===== config.mk =====
export PLATFORM = sky130hd
export DESIGN_NAME = uart_receiver
export DESIGN_NICKNAME = d
export VERILOG_FILES = /design/src/rtl/uart_pkg.sv /design/src/rtl/uart_rx_fifo.sv /design/src/rtl/uart_receiver.sv
export SDC_FILE = /design/constraint.sdc
export NUM_CORES = 1
export LEC_CHECK = 0
export BUFFER_PORTS_ARGS = -buffer_cell sky130_fd_sc_hd__buf_2
export CAP_MARGIN = 20
export CORE_ASPECT_RATIO = 1.25
export CORE_MARGIN = 2
export CORE_UTILIZATION = 30
export CTS_CLUSTER_SIZE = 8
export DETAILED_ROUTE_END_ITERATION = 8
export GPL_TIMING_DRIVEN = 0
export PLACE_DENSITY = 0.58
export SYNTH_ARGS = -nofsm -noshare
export SYNTH_HDL_FRONTEND = slang
export SYNTH_HIERARCHICAL = 1
export SYNTH_SLANG_ARGS = --single-unit

===== constraint.sdc =====
create_clock -name CLK -period 5 [get_ports CLK]
set_input_delay 1 -clock CLK [delete_from_list [all_inputs] [get_ports CLK]]
set_output_delay 1 -clock CLK [all_outputs]
set_load 0.03 [all_outputs]

===== src/rtl/uart_pkg.sv =====
// Shared types and constants for the UART receive path.
package uart_pkg;

    localparam int UART_DATA_BITS      = 8;
    localparam int DEFAULT_CLK_PER_BIT = 271;

    typedef enum logic [1:0] {
        IDLE,
        START,
        DATA,
        STOP
    } rx_state_t;

endpackage


===== src/rtl/uart_rx_fifo.sv =====
// Small synchronous FIFO buffering received bytes; pointers carry an extra wrap bit
// so that full and empty can be told apart.
module uart_rx_fifo #(
    parameter int WIDTH     = 8,
    parameter int DEPTH_LOG = 2
) (
    input  logic             clk,
    input  logic             rst_n,
    input  logic             push,
    input  logic [WIDTH-1:0] push_data,
    input  logic             pop,
    output logic [WIDTH-1:0] pop_data,
    output logic             full,
    output logic             empty
);

    localparam int DEPTH = 1 << DEPTH_LOG;
    localparam logic [DEPTH_LOG:0] PTR_ONE = 1;

    logic [DEPTH_LOG:0] wr_q, wr_d;
    logic [DEPTH_LOG:0] rd_q, rd_d;
    logic [WIDTH-1:0]   mem_q [DEPTH];
    logic               do_push;
    logic               do_pop;

    assign empty    = (wr_q == rd_q);
    assign full     = (wr_q[DEPTH_LOG] != rd_q[DEPTH_LOG]) &&
                      (wr_q[DEPTH_LOG-1:0] == rd_q[DEPTH_LOG-1:0]);
    assign pop_data = mem_q[rd_q[DEPTH_LOG-1:0]];

    // A pop frees a slot in the same cycle, so a full FIFO still accepts a push then.
    always_comb begin
        do_pop  = pop && !empty;
        do_push = push && (!full || do_pop);
        wr_d    = do_push ? wr_q + PTR_ONE : wr_q;
        rd_d    = do_pop  ? rd_q + PTR_ONE : rd_q;
    end

    always_ff @(posedge clk or negedge rst_n) begin
        if (!rst_n) begin
            wr_q <= '0;
            rd_q <= '0;
            for (int i = 0; i < DEPTH; i++) begin
                mem_q[i] <= '0;
            end
        end else begin
            wr_q <= wr_d;
            rd_q <= rd_d;
            if (do_push) begin
                mem_q[wr_q[DEPTH_LOG-1:0]] <= push_data;
            end
        end
    end

endmodule


===== src/rtl/uart_receiver.sv =====
// 8N1 UART receiver with valid/ready byte output. Define UART_RX_FIFO_EN to buffer
// bytes in a FIFO; otherwise a single holding register is used.
module uart_receiver
    import uart_pkg::*;
#(
    parameter int CLK_PER_BIT    = DEFAULT_CLK_PER_BIT,
    parameter int FIFO_DEPTH_LOG = 2
) (
    input  logic       CLK,
    input  logic       RST_N,
    input  logic       UART_RX,
    output logic [7:0] rx_data,
    output logic       rx_valid,
    input  logic       rx_ready,
    output logic       frame_err,
    output logic       overrun
);

    localparam int CNT_W = $clog2(CLK_PER_BIT);
    localparam logic [CNT_W-1:0] CNT_LAST = CNT_W'(CLK_PER_BIT - 1);
    localparam logic [CNT_W-1:0] CNT_HALF = CNT_W'(CLK_PER_BIT / 2 - 1);
    localparam logic [CNT_W-1:0] CNT_ONE  = 1;

    if (CLK_PER_BIT < 8 || FIFO_DEPTH_LOG < 1) begin : g_bad_param
        $error("uart_receiver: CLK_PER_BIT must be >= 8 and FIFO_DEPTH_LOG >= 1");
    end

    logic       rx_meta_q, rx_sync_q, rx_prev_q;
    rx_state_t  state_q, state_d;
    logic [CNT_W-1:0] cnt_q, cnt_d;
    logic [2:0] bit_q, bit_d;
    logic [UART_DATA_BITS-1:0] shift_q, shift_d;
    logic       frame_err_q, frame_err_d;
    logic       overrun_q, overrun_d;
    logic       push;
    logic       fall;

    assign fall      = rx_prev_q && !rx_sync_q;
    assign frame_err = frame_err_q;
    assign overrun   = overrun_q;

    // Each sample point resets the counter, so START ends mid-bit and later bits are
    // sampled a whole bit period apart, ending the frame at mid-stop-bit.
    always_comb begin
        state_d     = state_q;
        cnt_d       = cnt_q;
        bit_d       = bit_q;
        shift_d     = shift_q;
        frame_err_d = 1'b0;
        push        = 1'b0;
        case (state_q)
            IDLE: begin
                if (fall) begin
                    cnt_d   = '0;
                    state_d = START;
                end
            end
            START: begin
                if (cnt_q == CNT_HALF) begin
                    cnt_d   = '0;
                    bit_d   = '0;
                    state_d = rx_sync_q ? IDLE : DATA;
                end else begin
                    cnt_d = cnt_q + CNT_ONE;
                end
            end
            DATA: begin
                if (cnt_q == CNT_LAST) begin
                    cnt_d   = '0;
                    shift_d = {rx_sync_q, shift_q[UART_DATA_BITS-1:1]};
                    bit_d   = bit_q + 3'd1;
                    if (bit_q == 3'd7) begin
                        state_d = STOP;
                    end
                end else begin
                    cnt_d = cnt_q + CNT_ONE;
                end
            end
            STOP: begin
                if (cnt_q == CNT_LAST) begin
                    cnt_d       = '0;
                    state_d     = IDLE;
                    push        = rx_sync_q;
                    frame_err_d = !rx_sync_q;
                end else begin
                    cnt_d = cnt_q + CNT_ONE;
                end
            end
            default: state_d = IDLE;
        endcase
    end

    always_ff @(posedge CLK or negedge RST_N) begin
        if (!RST_N) begin
            rx_meta_q   <= 1'b1;
            rx_sync_q   <= 1'b1;
            rx_prev_q   <= 1'b1;
            state_q     <= IDLE;
            cnt_q       <= '0;
            bit_q       <= '0;
            shift_q     <= '0;
            frame_err_q <= 1'b0;
            overrun_q   <= 1'b0;
        end else begin
            rx_meta_q   <= UART_RX;
            rx_sync_q   <= rx_meta_q;
            rx_prev_q   <= rx_sync_q;
            state_q     <= state_d;
            cnt_q       <= cnt_d;
            bit_q       <= bit_d;
            shift_q     <= shift_d;
            frame_err_q <= frame_err_d;
            overrun_q   <= overrun_d;
        end
    end

`ifdef UART_RX_FIFO_EN
    logic fifo_full;
    logic fifo_empty;
    logic pop;

    assign pop       = rx_ready && !fifo_empty;
    assign rx_valid  = !fifo_empty;
    assign overrun_d = overrun_q || (push && fifo_full && !pop);

    uart_rx_fifo #(
        .WIDTH    (UART_DATA_BITS),
        .DEPTH_LOG(FIFO_DEPTH_LOG)
    ) u_fifo (
        .clk      (CLK),
        .rst_n    (RST_N),
        .push     (push),
        .push_data(shift_q),
        .pop      (pop),
        .pop_data (rx_data),
        .full     (fifo_full),
        .empty    (fifo_empty)
    );
`else
    logic [UART_DATA_BITS-1:0] hold_data_q, hold_data_d;
    logic hold_valid_q, hold_valid_d;

    assign rx_data  = hold_data_q;
    assign rx_valid = hold_valid_q;

    // A byte arriving while the consumer stalls is dropped; the held byte stays put.
    always_comb begin
        hold_data_d  = hold_data_q;
        hold_valid_d = hold_valid_q;
        overrun_d    = overrun_q;
        if (push) begin
            if (hold_valid_q && !rx_ready) begin
                overrun_d = 1'b1;
            end else begin
                hold_data_d  = shift_q;
                hold_valid_d = 1'b1;
            end
        end else if (hold_valid_q && rx_ready) begin
            hold_valid_d = 1'b0;
        end
    end

    always_ff @(posedge CLK or negedge RST_N) begin
        if (!RST_N) begin
            hold_data_q  <= '0;
            hold_valid_q <= 1'b0;
        end else begin
            hold_data_q  <= hold_data_d;
            hold_valid_q <= hold_valid_d;
        end
    end
`endif

endmodule

# Yosys cells after proc, flatten, opt, wreduce, memory -nomap -nowiden
# Index checks and enable logic that the tools add are counted.
# word_totals
regBits,36
inputBits,4
output_inout_bits,11
elab_cells,62
# classes
n_addsub,2
n_eq_ne,12
n_mux,21
bitwise_logic,1
reduce_logical,15
# op_table
cell,n
2-to-1 mux 9 bit,3
one-hot mux 9 bit (3 select lines),1
2-to-1 mux 2 bit,6
"!= test 2 bit, second input constant",6
"adder 9 x 1 -> 9 bit, second input constant",1
"equality test 9 x 8 -> 1 bit, second input constant",1
"equality test 9 bit, second input constant",1
one-hot mux 2 bit (4 select lines),1
AND reduction 2 bit,4
2-to-1 mux 1 bit,7
2-to-1 mux 3 bit,2
one-hot mux 3 bit (2 select lines),1
AND reduction 5 bit,1
"equality test 2 bit, second input constant",2
nonzero test 2 bit,2
"adder 3 x 1 -> 3 bit, second input constant",1
"equality test 3 bit, second input constant",1
logical AND 1 bit,3
AND reduction 3 bit,1
"equality test 2 x 1 -> 1 bit, second input constant",1
zero test 1 bit,2
zero test 2 bit,1
OR reduction 2 bit,1
inverter 1 bit,1

# Depth between registers and ports, before layout
# Gate-level depths: netlist of run 1.
# logic_depth
depth_word,5
mapped_depth,6
mapped_depth_nobuf,6

# Worst setup path before layout of run 1
# Ideal clock, no wire load.
# synth_path
path_type,input to register
from,input rx_ready
to,register hold_data_q[0] (netlist: rx_data[0])
setup_ps,125
arrival_ps,1833
t_required_ps,4875
setup_slack_ps,3043
cell_stages,4
path_buffers,0
path_cell_list,nand2b_1 nand2_1 nor3_4 mux2_2
# synth_via
elab_chain_cells,4
# synth_lines
element,line,rtl
start: declaration,uart_receiver.sv:14,"input logic rx_ready,"
zero test 1 bit,uart_receiver.sv:152,if (hold_valid_q && !rx_ready) begin
logical AND 1 bit,uart_receiver.sv:152,
inverter 1 bit (no line),n/a,
AND reduction 2 bit (no line),n/a,
end signal: assignment,uart_receiver.sv:168,hold_data_q <= hold_data_d;
end: declaration,uart_receiver.sv:140,"logic [UART_DATA_BITS-1:0] hold_data_q, hold_data_d;"
# Every way passes these cells.
# A chain may end at the register's enable or synchronous reset.

==> results.txt, run 1 <==
Combinational cell fraction of total power = 20.1%
Layout cells sized above 1 = 29.6%
Synth Instances = 136
Hold_buf cts = 0
Final period util = 43.4%
Synth-to-Final Area Change = 14.8%
Final Cell Area = 1850 sq um
Placer Congestion = 0.847
# diodes = 0
Final wirelength = 2930 um
Total grt overflow = 0
Initial antenna violation count = 0
Max Freq = 461 MHz
Power Internal = 0.467 mW
Max incr delay on CP = 0.63 ns
LEAKAGE = 0.909 nW
Outcome = finished clean
DP Worst Slack = 2.81 ns
HPWL Detailed = 2130 um
Total Routing Usage GR = 11.0%
DR pass1 iterations = 4
DRC viols = 0
Slew margin rel. = 47.4%
DR WL/cell = 13.2 um
Startpoint types = register
Worst-path clk slew = 0.07 ns
Starting Density = 31.4%
Synth unique cells = 32
Clock Power Share = 28.9%
Net Sw Frac = 32.3%
Vias in the first global route = 1174
# rows = 29
Post-Syn Area = 1610 sq um
Via-to-Cell Ratio = 5.00
Reg area = 905 sq um
Hold Crit Class = register to register
Syn nets = 144
Final hold vios = 0
CP Class = register to register
Final worst slack = 2.83 ns
Power Dens Cells = 374 nW/um^2
Cells along the critical path = clkbuf_1 -> inv_1 -> a211oi_1 -> nor2_1 -> a31o_2
Register bit total from synthesis = 36
Peak supply drop = 0.000244 V
Sequential share of power = 51.0%
Clock sink total = 36
Finished Core Util = 36.1%
First-pass GRT wire length = 5150 um
CTS tree = built
Post-route antenna net violation count = 0
Post-Route Setup TNS = 0 ns
Port-buffer cells = 14
Post_cts resized = 0
Area of the multi-input gates = 684 sq um
Syn Area/Cell = 11.8 sq um
Worst-Skew Late Latency = 0.29 ns
WHS = 0.359 ns
Largest net degree at the start of global routing = 37
CORE AREA = 5120 sq um
Slowest CP cell = a211oi_1
Crit path DAT = 2.35 ns
Setup-failing EPs final = 0
CP required = 5.18 ns
Max Root-Sink Buffers = 2
Nets = 166
CP Capture Type = register
Min Tclk post-route = 2.17 ns
Io pins = 15
Die H = 85.9 um
Via count = 1105
Switch Pwr = 0.223 mW
Filler instances = 503
Worst-Margin Slew = 0.790 ns
Worst Skew = 0.00877 ns
Synth warn = 6
Setup repair after global routing missed its margin = no
H-tree Lvls = 2
Setup Buffers After CTS = 0
Sequential share of the synthesized area = 56.3%
Area after DPL = 1760 sq um
Final Max Slew Viols = 0
Num CTS Buffers = 5
Max-capacitance violation count = 0
Die Wd = 69.5 um
CTS root buf = clkbuf_8
Die area = 5960 sq um
DR iter-0 viols = 49
Crit-path max FO = 8
[synth_stat cells]
master | n | share of area, %
clkbuf_1 | 2 | 0.47
mux2_2 | 18 | 13
ha_1 | 4 | 3.1
nor2b_1 | 3 | 1.2
and2_1 | 2 | 0.78
nand2_1 | 20 | 4.7
or4_1 | 1 | 0.47
a21boi_0 | 1 | 0.47
o21ai_0 | 7 | 2.2
o211ai_1 | 1 | 0.47
o21bai_1 | 1 | 0.47
nor4b_4 | 1 | 1.5
dfrtp_1 | 33 | 51
a31o_2 | 1 | 0.54
and4b_1 | 1 | 0.62
xnor2_1 | 2 | 1.1
o21a_1 | 2 | 0.93
dfstp_2 | 3 | 4.9
nor3b_1 | 1 | 0.47
a21boi_1 | 1 | 0.47
nand2b_1 | 1 | 0.39
and4bb_2 | 1 | 0.78
nor3_1 | 4 | 1.2
inv_1 | 3 | 0.70
o22ai_1 | 4 | 1.6
nor3_4 | 1 | 1.0
nor2_1 | 6 | 1.4
nand4_1 | 1 | 0.39
a211oi_1 | 2 | 0.93
a22o_1 | 1 | 0.54
and3_1 | 2 | 0.78
nand3_1 | 5 | 1.6
[registers in the layout, summed over array words and instances (netlist names), named ones only]
register / flops
cnt_q: 9
rx_data: 8
shift_q: 8
bit_q: 3
frame_err: 1
overrun: 1
rx_meta_q: 1
rx_prev_q: 1
rx_sync_q: 1
rx_valid: 1
state_q: 1
[worst max-delay path, delay by kind of cell (launching register included)]
family / cells / cell delay [ns]
simple gates: 1 / 0.30
compound gates: 2 / 0.94
buf+inv: 2 / 0.51
flops: 1 / 0.32
[cells by family after synthesis]
group,after synthesis,synth area share [%]
compound gates,21,8.56
xor+xnor,2,1.09
fa+ha+maj,4,3.11
buf+inv,5,1.17
flops,36,56.3
mux,18,12.6
simple gates,50,17.2
[layer usage]
layer  vias up  part of all wire (%)  track usage (%)  routed length, um
met2        26                    51             19.6               1490
met4         0                   3.0             6.60                 87
met3         9                   4.1             3.06                120
li1        529                     -                -                  -
met5         -                     0                0                  0
met1       541                    42             11.6               1230
[power groups by stage]
stage                     Sequential (mW)  Combinational, mW  Clock, mW
after floorplan                     0.348             0.0998          0
after global placement              0.356              0.131          0
after detailed placement            0.357              0.138          0
after CTS                           0.352              0.139      0.203
after global routing                0.358              0.155      0.214
final                               0.352              0.139      0.199
[layout make-up]
| type | count | share of cell area, % |
|---|---|---|
| plain buffers | 2 | 0.407 |
| clock buffers | 6 | 3.93 |
| clock inverters | 2 | 0.678 |
| inverters | 3 | 0.610 |
| multi-input cells | 95 | 37.1 |
| flip-flops and latches | 36 | 49.0 |
| well taps | 62 | 4.20 |
| repair buffers | 15 | 4.07 |
[per-stage QoR]
stage | power, mW | instances
3_5_place_dp | 0.495 | 213
4_1_cts | 0.694 | 221
2_1_floorplan | 0.448 | 136
5_1_grt | 0.726 | 221
3_3_place_gp | 0.487 | 212
6_report | 0.690 | 221
[cells in the final DEF (no fill, tap or decap), types with 3 or more instances in the layout]
master and count:
clkbuf_8 5, inv_1 3, clkbuf_1 3, nand3_1 5, nor2b_1 3, dfrtp_1 33
mux2_2 18, nor3_1 4, nand2_1 20, ha_1 4, nor2_1 6, o21ai_0 7
dfstp_2 3, buf_2 15, o22ai_1 4
[worst paths after layout]
path                                        endpoint  cells after the start                    from  slack (ns)
max in group asynchronous       cnt_q[4]$_DFFE_PN0P_                      1                   RST_N        3.70
worst min register to register   rx_sync_q$_DFF_PN1_                      0     rx_meta_q$_DFF_PN1_        0.36
worst min-delay path             rx_sync_q$_DFF_PN1_                      0     rx_meta_q$_DFF_PN1_        0.36
worst max-delay path                        register                      5  state_q[0]$_DFFE_PN0P_        2.83
min in group asynchronous       cnt_q[2]$_DFFE_PN0P_                      1                   RST_N        0.79
worst max register to register              register                      5  state_q[0]$_DFFE_PN0P_        2.83
Note: power is estimated with default switching activity, not from simulation.
==> inputs of run 2 (changes only) <==
--- a/config.mk
+++ b/config.mk
@@ -5,6 +5,7 @@
 export SDC_FILE = /design/constraint.sdc
 export NUM_CORES = 1
 export LEC_CHECK = 0
+export ABC_AREA = 1
 export BUFFER_PORTS_ARGS = -buffer_cell sky130_fd_sc_hd__buf_2
 export CAP_MARGIN = 20
 export CORE_ASPECT_RATIO = 1.25
@@ -13,7 +14,7 @@
 export CTS_CLUSTER_SIZE = 8
 export DETAILED_ROUTE_END_ITERATION = 8
 export GPL_TIMING_DRIVEN = 0
-export PLACE_DENSITY = 0.58
+export PLACE_DENSITY = 0.6
 export SYNTH_ARGS = -nofsm -noshare
 export SYNTH_HDL_FRONTEND = slang
 export SYNTH_HIERARCHICAL = 1
==> constraint.sdc (replaced) <==
create_clock -name CLK -period 1.9 [get_ports CLK]
set_input_delay 0.38 -clock CLK [delete_from_list [all_inputs] [get_ports CLK]]
set_output_delay 0.38 -clock CLK [all_outputs]
set_load 0.03 [all_outputs]
==> run 2 against run 1 <==
  * Die area increased by 3.8%
  * Worst hold slack got worse by 0.19 ns
  * Final area rose by 4.2%
  * Largest cell class unchanged
  * Clock skew fell by 0.00096 ns
  * Wire length is 1.2% higher
  * Via count rose by 8.7%
  * Highest routed layer unchanged
==> results.txt, run 2 <==
CTS tree = built
Worst Skew = 0.00781 ns
DR WL/cell = 11.1 um
HPWL Detailed = 2150 um
Syn Area/Cell = 9.19 sq um
Final period util = 84.5%
# rows = 30
Max-capacitance violation count = 0
Worst-Skew Late Latency = 0.28 ns
Placer Congestion = 0.777
Primary FF master, synth = dfrtp_1
Final wirelength = 2960 um
LEAKAGE = 0.937 nW
Top cell type's share of synthesized area = 49.4%
H-tree Lvls = 2
Power Dens Cells = 926 nW/um^2
Io pins = 15
Hold_buf cts = 0
Commonest non-fill, non-tap cell in the layout = nand2_1
Via-to-Cell Ratio = 4.48
Synth unique cells = 23
Most flops, register = cnt_q
Crit-path max FO = 10
Synth area leaders = dfrtp_1 (49%), nand2_1 (12%), o21ai_0 (6.0%)
Vias in the first global route = 1230
Setup Buffers After CTS = 0
Total grt overflow = 0
# diodes = 0
Worst-Margin Slew = 0.791 ns
Post-synth EDFFs = 0
Initial antenna violation count = 0
Via count = 1201
Register bit total from synthesis = 36
Synth cell count leaders = nand2_1 (52), dfrtp_1 (33), inv_1 (21), o21ai_0 (20), nand3_1 (10)
CORE AREA = 5410 sq um
Post-Route Setup TNS = 0 ns
Setup repair after global routing missed its margin = no
Post-Syn Area = 1670 sq um
Die area = 6190 sq um
Port-buffer cells = 14
Die Wd = 70.8 um
Area after DPL = 1820 sq um
Cell type with the largest total area after synthesis = dfrtp_1
CP required = 2.06 ns
Die H = 87.5 um
Final Max Slew Viols = 0
Outcome = finished clean
Setup-failing EPs final = 0
Total Routing Usage GR = 11.6%
Async SR Flop Fraction = 100%
Largest net degree at the start of global routing = 37
Crit path DAT = 1.77 ns
Sequential share of the synthesized area = 54.1%
Most frequent cells in the layout = nand2_1 (52), dfrtp_1 (33), inv_1 (21), o21ai_0 (20), buf_2 (14)
Starting Density = 30.9%
CTS root buf = clkbuf_8
Post-route antenna net violation count = 0
Synth-to-Final Area Change = 15.0%
Layout cells sized above 1 = 23.0%
DRC viols = 0
CP Class = register to register
Synth warn = 6
Num CTS Buffers = 5
Cell Count Post-Placement = 260
Max FFs per register = 9
Worst-path clk slew = 0.07 ns
Top-count cell post-synth = nand2_1
Post_cts resized = 0
Slew margin rel. = 47.2%
Nets = 211
Syn nets = 190
DR iter-0 viols = 102
Synth Instances = 182
DR pass1 iterations = 4
Max Freq = 623 MHz
Max Root-Sink Buffers = 2
Final Cell Area = 1920 sq um
Hold Crit Class = input pin to asynchronous set/reset pin
Peak supply drop = 0.000507 V
Final hold vios = 0
Layout Cells excl Fill = 268
Min Tclk post-route = 1.60 ns
First-pass GRT wire length = 5540 um
CP Capture Type = register
Clock sink total = 36
Startpoint types = register
[run 2: area by class of cell]
cell class,instances,area (sq um)
fillers,587,3480
flip-flops and latches,36,905
multi-input cells,120,659
clock buffers,8,100
inverters,24,90.1
well taps,64,80.1
repair buffers,14,70.1
plain buffers,2,18.8
[run 2: logic make-up after synthesis]
logic type / count (synthesis) / synth area share (%)
AO/OA/AOI/OAI: 30 / 10.9
XOR/XNOR: 3 / 1.57
adder cells (fa/ha/maj): 4 / 2.99
buffers and inverters: 26 / 6.51
flip-flops: 36 / 54.1
AND/OR/NAND/NOR: 83 / 23.9
[run 2: metrics by stage]
| step | util (%) | setup WS, ns | power (mW) | hold slack, ns |
|---|---|---|---|---|
| 6_report | 35.6 | 0.295 | 1.78 | 0.173 |
| 5_1_grt | 35.6 | 0.0676 | 1.90 | 0.173 |
| 4_1_cts | 35.6 | 0.262 | 1.81 | 0.178 |
| 3_5_place_dp | 33.7 | 0.278 | 1.21 | 0.347 |
| 3_3_place_gp | 33.7 | 0.267 | 1.21 | 0.346 |
| 2_1_floorplan | - | 0.416 | 1.12 | 0.0844 |
[run 2: per-layer routing]
layer	global-route usage, %	vias up	routed length, um	part of all wire (%)
li1	-	618	-	-
met1	13.0	564	1330	45
met2	19.7	14	1470	50
met3	3.70	5	106	3.6
met4	5.66	0	57	1.9
met5	0	-	0	0
[run 2: worst max-delay path: stages, from the launching register on]
cell and delay [ns]:
dfrtp_1 0.39, inv_1 0.10, ha_1 0.15, nand2_1 0.08, nor2_4 0.17, nand2_4 0.10
nor2_4 0.21, buf_4 0.21, o21ai_0 0.08
[run 2: where the power goes]
group          total (mW)  internal [mW]  leakage (nW)  switching (mW)
combinational       0.306         0.0970         0.398           0.209
sequential          0.887          0.827         0.487          0.0599
clock               0.587          0.331        0.0515           0.256
total                1.78           1.25         0.937           0.526
[run 2: path summary, 6_finish.rpt]
check / from / endpoint / slack, ns / depth (start not counted)
min: RST_N / cnt_q[8]$_DFFE_PN0P_ / 0.17 / 1
min reg2reg: rx_meta_q$_DFF_PN1_ / rx_sync_q$_DFF_PN1_ / 0.36 / 0
max in group asynchronous: RST_N / cnt_q[4]$_DFFE_PN0P_ / 1.22 / 1
max: cnt_q[0]$_DFFE_PN0P_ / shift_q[5]$_DFFE_PN0P_ / 0.30 / 8
max reg2reg: cnt_q[0]$_DFFE_PN0P_ / shift_q[5]$_DFFE_PN0P_ / 0.30 / 8
min in group CLK: UART_RX / rx_meta_q$_DFF_PN1_ / 0.19 / 1
==> inputs of run 3 (changes only) <==
--- a/config.mk
+++ b/config.mk
@@ -14,7 +14,7 @@
 export CTS_CLUSTER_SIZE = 8
 export DETAILED_ROUTE_END_ITERATION = 8
 export GPL_TIMING_DRIVEN = 0
-export PLACE_DENSITY = 0.6
+export PLACE_DENSITY = 0.58
 export SYNTH_ARGS = -nofsm -noshare
 export SYNTH_HDL_FRONTEND = slang
 export SYNTH_HIERARCHICAL = 1
==> constraint.sdc (replaced) <==
create_clock -name CLK -period 1.6 [get_ports CLK]
set_input_delay 0.32 -clock CLK [delete_from_list [all_inputs] [get_ports CLK]]
set_output_delay 0.32 -clock CLK [all_outputs]
set_load 0.03 [all_outputs]
==> run 3 against run 2 <==
  * Clock power up 5.1%
  * Clock skew down 0.0014 ns
  * Sequential power up 20%
  * Die area unchanged
  * First-iteration DRC count down 24%
  * Via count up 2.2%
  * Critical endpoint is now rx_data[6]$_DFFE_PN0P_
  * Highest routed layer unchanged
==> results.txt, run 3 (synthesis results as in run 2) <==
Num CTS Buffers = 5
Most flops, register = cnt_q
Outcome = finished clean
GR Util met3 = 3.24%
# diodes = 0
DR WL/cell = 11.1 um
Max FFs per register = 9
Worst-Skew Late Latency = 0.29 ns
Max Root-Sink Buffers = 2
Max incr delay on CP = 0.40 ns
Synth-to-Final Area Change = 20.9%
Vias in the first global route = 1207
Via count = 1227
Commonest non-fill, non-tap cell in the layout = nand2_1
Setup repair after global routing missed its margin = yes
Layout cells sized above 1 = 27.4%
CTS root buf = clkbuf_8
Peak supply drop = 0.000571 V
Busiest layer in global routing = met2
CP delay by family, top = simple AND/OR/NAND/NOR gates
DR iter-0 viols = 78
Slowest CP cell = dfrtp_1
Placer Congestion = 0.747
Crit path DAT = 1.78 ns
Max-capacitance violation count = 0
HPWL Detailed = 2120 um
Worst-path clk slew = 0.07 ns
Layout Cells excl Fill = 276
Final hold vios = 0
Worst-Margin Slew = 0.800 ns
Nets = 219
Crit path to = rx_data[6]$_DFFE_PN0P_
Cells along the critical path = inv_2 -> ha_4 -> nand2_4 -> nor2_4 -> nand2_4 -> nor2_4 -> nand3_4 -> clkbuf_16 -> o21ai_2
First-pass GRT wire length = 5440 um
Startpoint types = register
Max Freq = 639 MHz
DR pass1 iterations = 4
Final Max Slew Viols = 0
CP Launch Point = cnt_q[0]$_DFFE_PN0P_
Port-buffer cells = 14
Cell Count Post-Placement = 260
Io pins = 15
H-tree Lvls = 2
Hold Crit Class = input pin to asynchronous set/reset pin
CP Capture Type = register
Crit-path max FO = 8
R2R Setup Slk = 0.04 ns
Worst Skew = 0.00643 ns
# rows = 30
Die Wd = 70.8 um
Starting Density = 30.9%
Final period util = 97.8%
M2 GR Usage = 18.4%
Crit path buf inv count = 2
Most frequent cells in the layout = nand2_1 (50), dfrtp_1 (33), inv_1 (20), o21ai_0 (19), buf_2 (14)
Die area = 6190 sq um
LEAKAGE = 0.985 nW
Slew margin rel. = 46.7%
Largest net degree at the start of global routing = 37
Reg2Reg Depth = 9
Total grt overflow = 0
Final wirelength = 3070 um
CTS tree = built
WHS = 0.115 ns
M1 GR Usage = 13.8%
Initial antenna violation count = 0
CORE AREA = 5410 sq um
Setup-failing EPs final = 0
Reg2reg end = rx_data[6]$_DFFE_PN0P_
Via-to-Cell Ratio = 4.45
Total Routing Usage GR = 11.3%
Power Dens Cells = 1060 nW/um^2
Post-route antenna net violation count = 0
CP required = 1.82 ns
Clock sink total = 36
Die H = 87.5 um
Min Tclk post-route = 1.56 ns
CP Depth = 9
CP Class = register to register
R2R Path Start = cnt_q[0]$_DFFE_PN0P_
Hold_buf cts = 0
DRC viols = 0
run 3: cell type report:
cell class | instances | area (sq um)
fill | 586 | 3380
sequential | 36 | 905
multi-input combinational | 120 | 692
timing repair buffer | 22 | 148
inverter | 24 | 90.1
tap | 64 | 80.1
clock buffer | 7 | 76.3
buffer | 2 | 27.5
clock inverter | 1 | 5.00
run 3: through the flow:
step	setup WS [ns]	setup TNS [ns]	instance area [sq um]	util, %	power (mW)
floorplan	0.116	0	1670	-	1.33
global placement	-0.0329	-0.274	1820	33.7	1.44
detailed placement	-0.0428	-0.290	1820	33.7	1.44
CTS	-0.00397	-0.00397	1920	35.4	2.08
global route	-0.0455	-0.168	2020	37.4	2.30
finish	0.0359	0	2020	37.4	2.15
run 3: worst min path at each step:
| stage | end | cells after the start | startpoint | slack [ns] |
|---|---|---|---|---|
| after global routing | rx_meta_q$_DFF_PN1_ | 1 | UART_RX | 0.12 |
| final | cnt_q[6]$_DFFE_PN0P_ | 1 | RST_N | 0.11 |
| after detailed placement | rx_sync_q$_DFF_PN1_ | 0 | rx_meta_q$_DFF_PN1_ | 0.35 |
| after floorplan | asynchronous set/reset pin | 0 | RST_N | 0.02 |
| after CTS | rx_meta_q$_DFF_PN1_ | 1 | UART_RX | 0.12 |
| after global placement | rx_sync_q$_DFF_PN1_ | 0 | rx_meta_q$_DFF_PN1_ | 0.35 |
run 3: routing by layer:
layer | part of all wire (%) | vias to the layer above
li1 | - | 633
met1 | 45 | 567
met2 | 50 | 23
met3 | 3.1 | 4
met4 | 1.7 | 0
met5 | 0 | -
run 3: timing repair:
action | 4_1_cts | 5_1_grt
setup buffers | 1 | 6
endpoints found under the setup margin | 17 | 29
gates resized for setup | 1 | 10
endpoints found under the hold margin | 0 | 0
pin swaps | 1 | 6
gates cloned | 0 | 1
run 3: power breakdown:
| part | internal [mW] | leakage (nW) | switching [mW] |
|---|---|---|---|
| clock | 0.305 | 0.0422 | 0.312 |
| sequential | 0.982 | 0.487 | 0.0779 |
| combinational | 0.193 | 0.456 | 0.283 |
run 3: worst reg2reg max path, delay by kind of cell (launching register included):
kind | cells | cell delay [ns]
AOI/OAI and AO/OA | 1 | 0.12
adders and majority gates | 1 | 0.14
buffers and inverters | 2 | 0.29
DFF | 1 | 0.40
and+or+nand+nor | 5 | 0.54
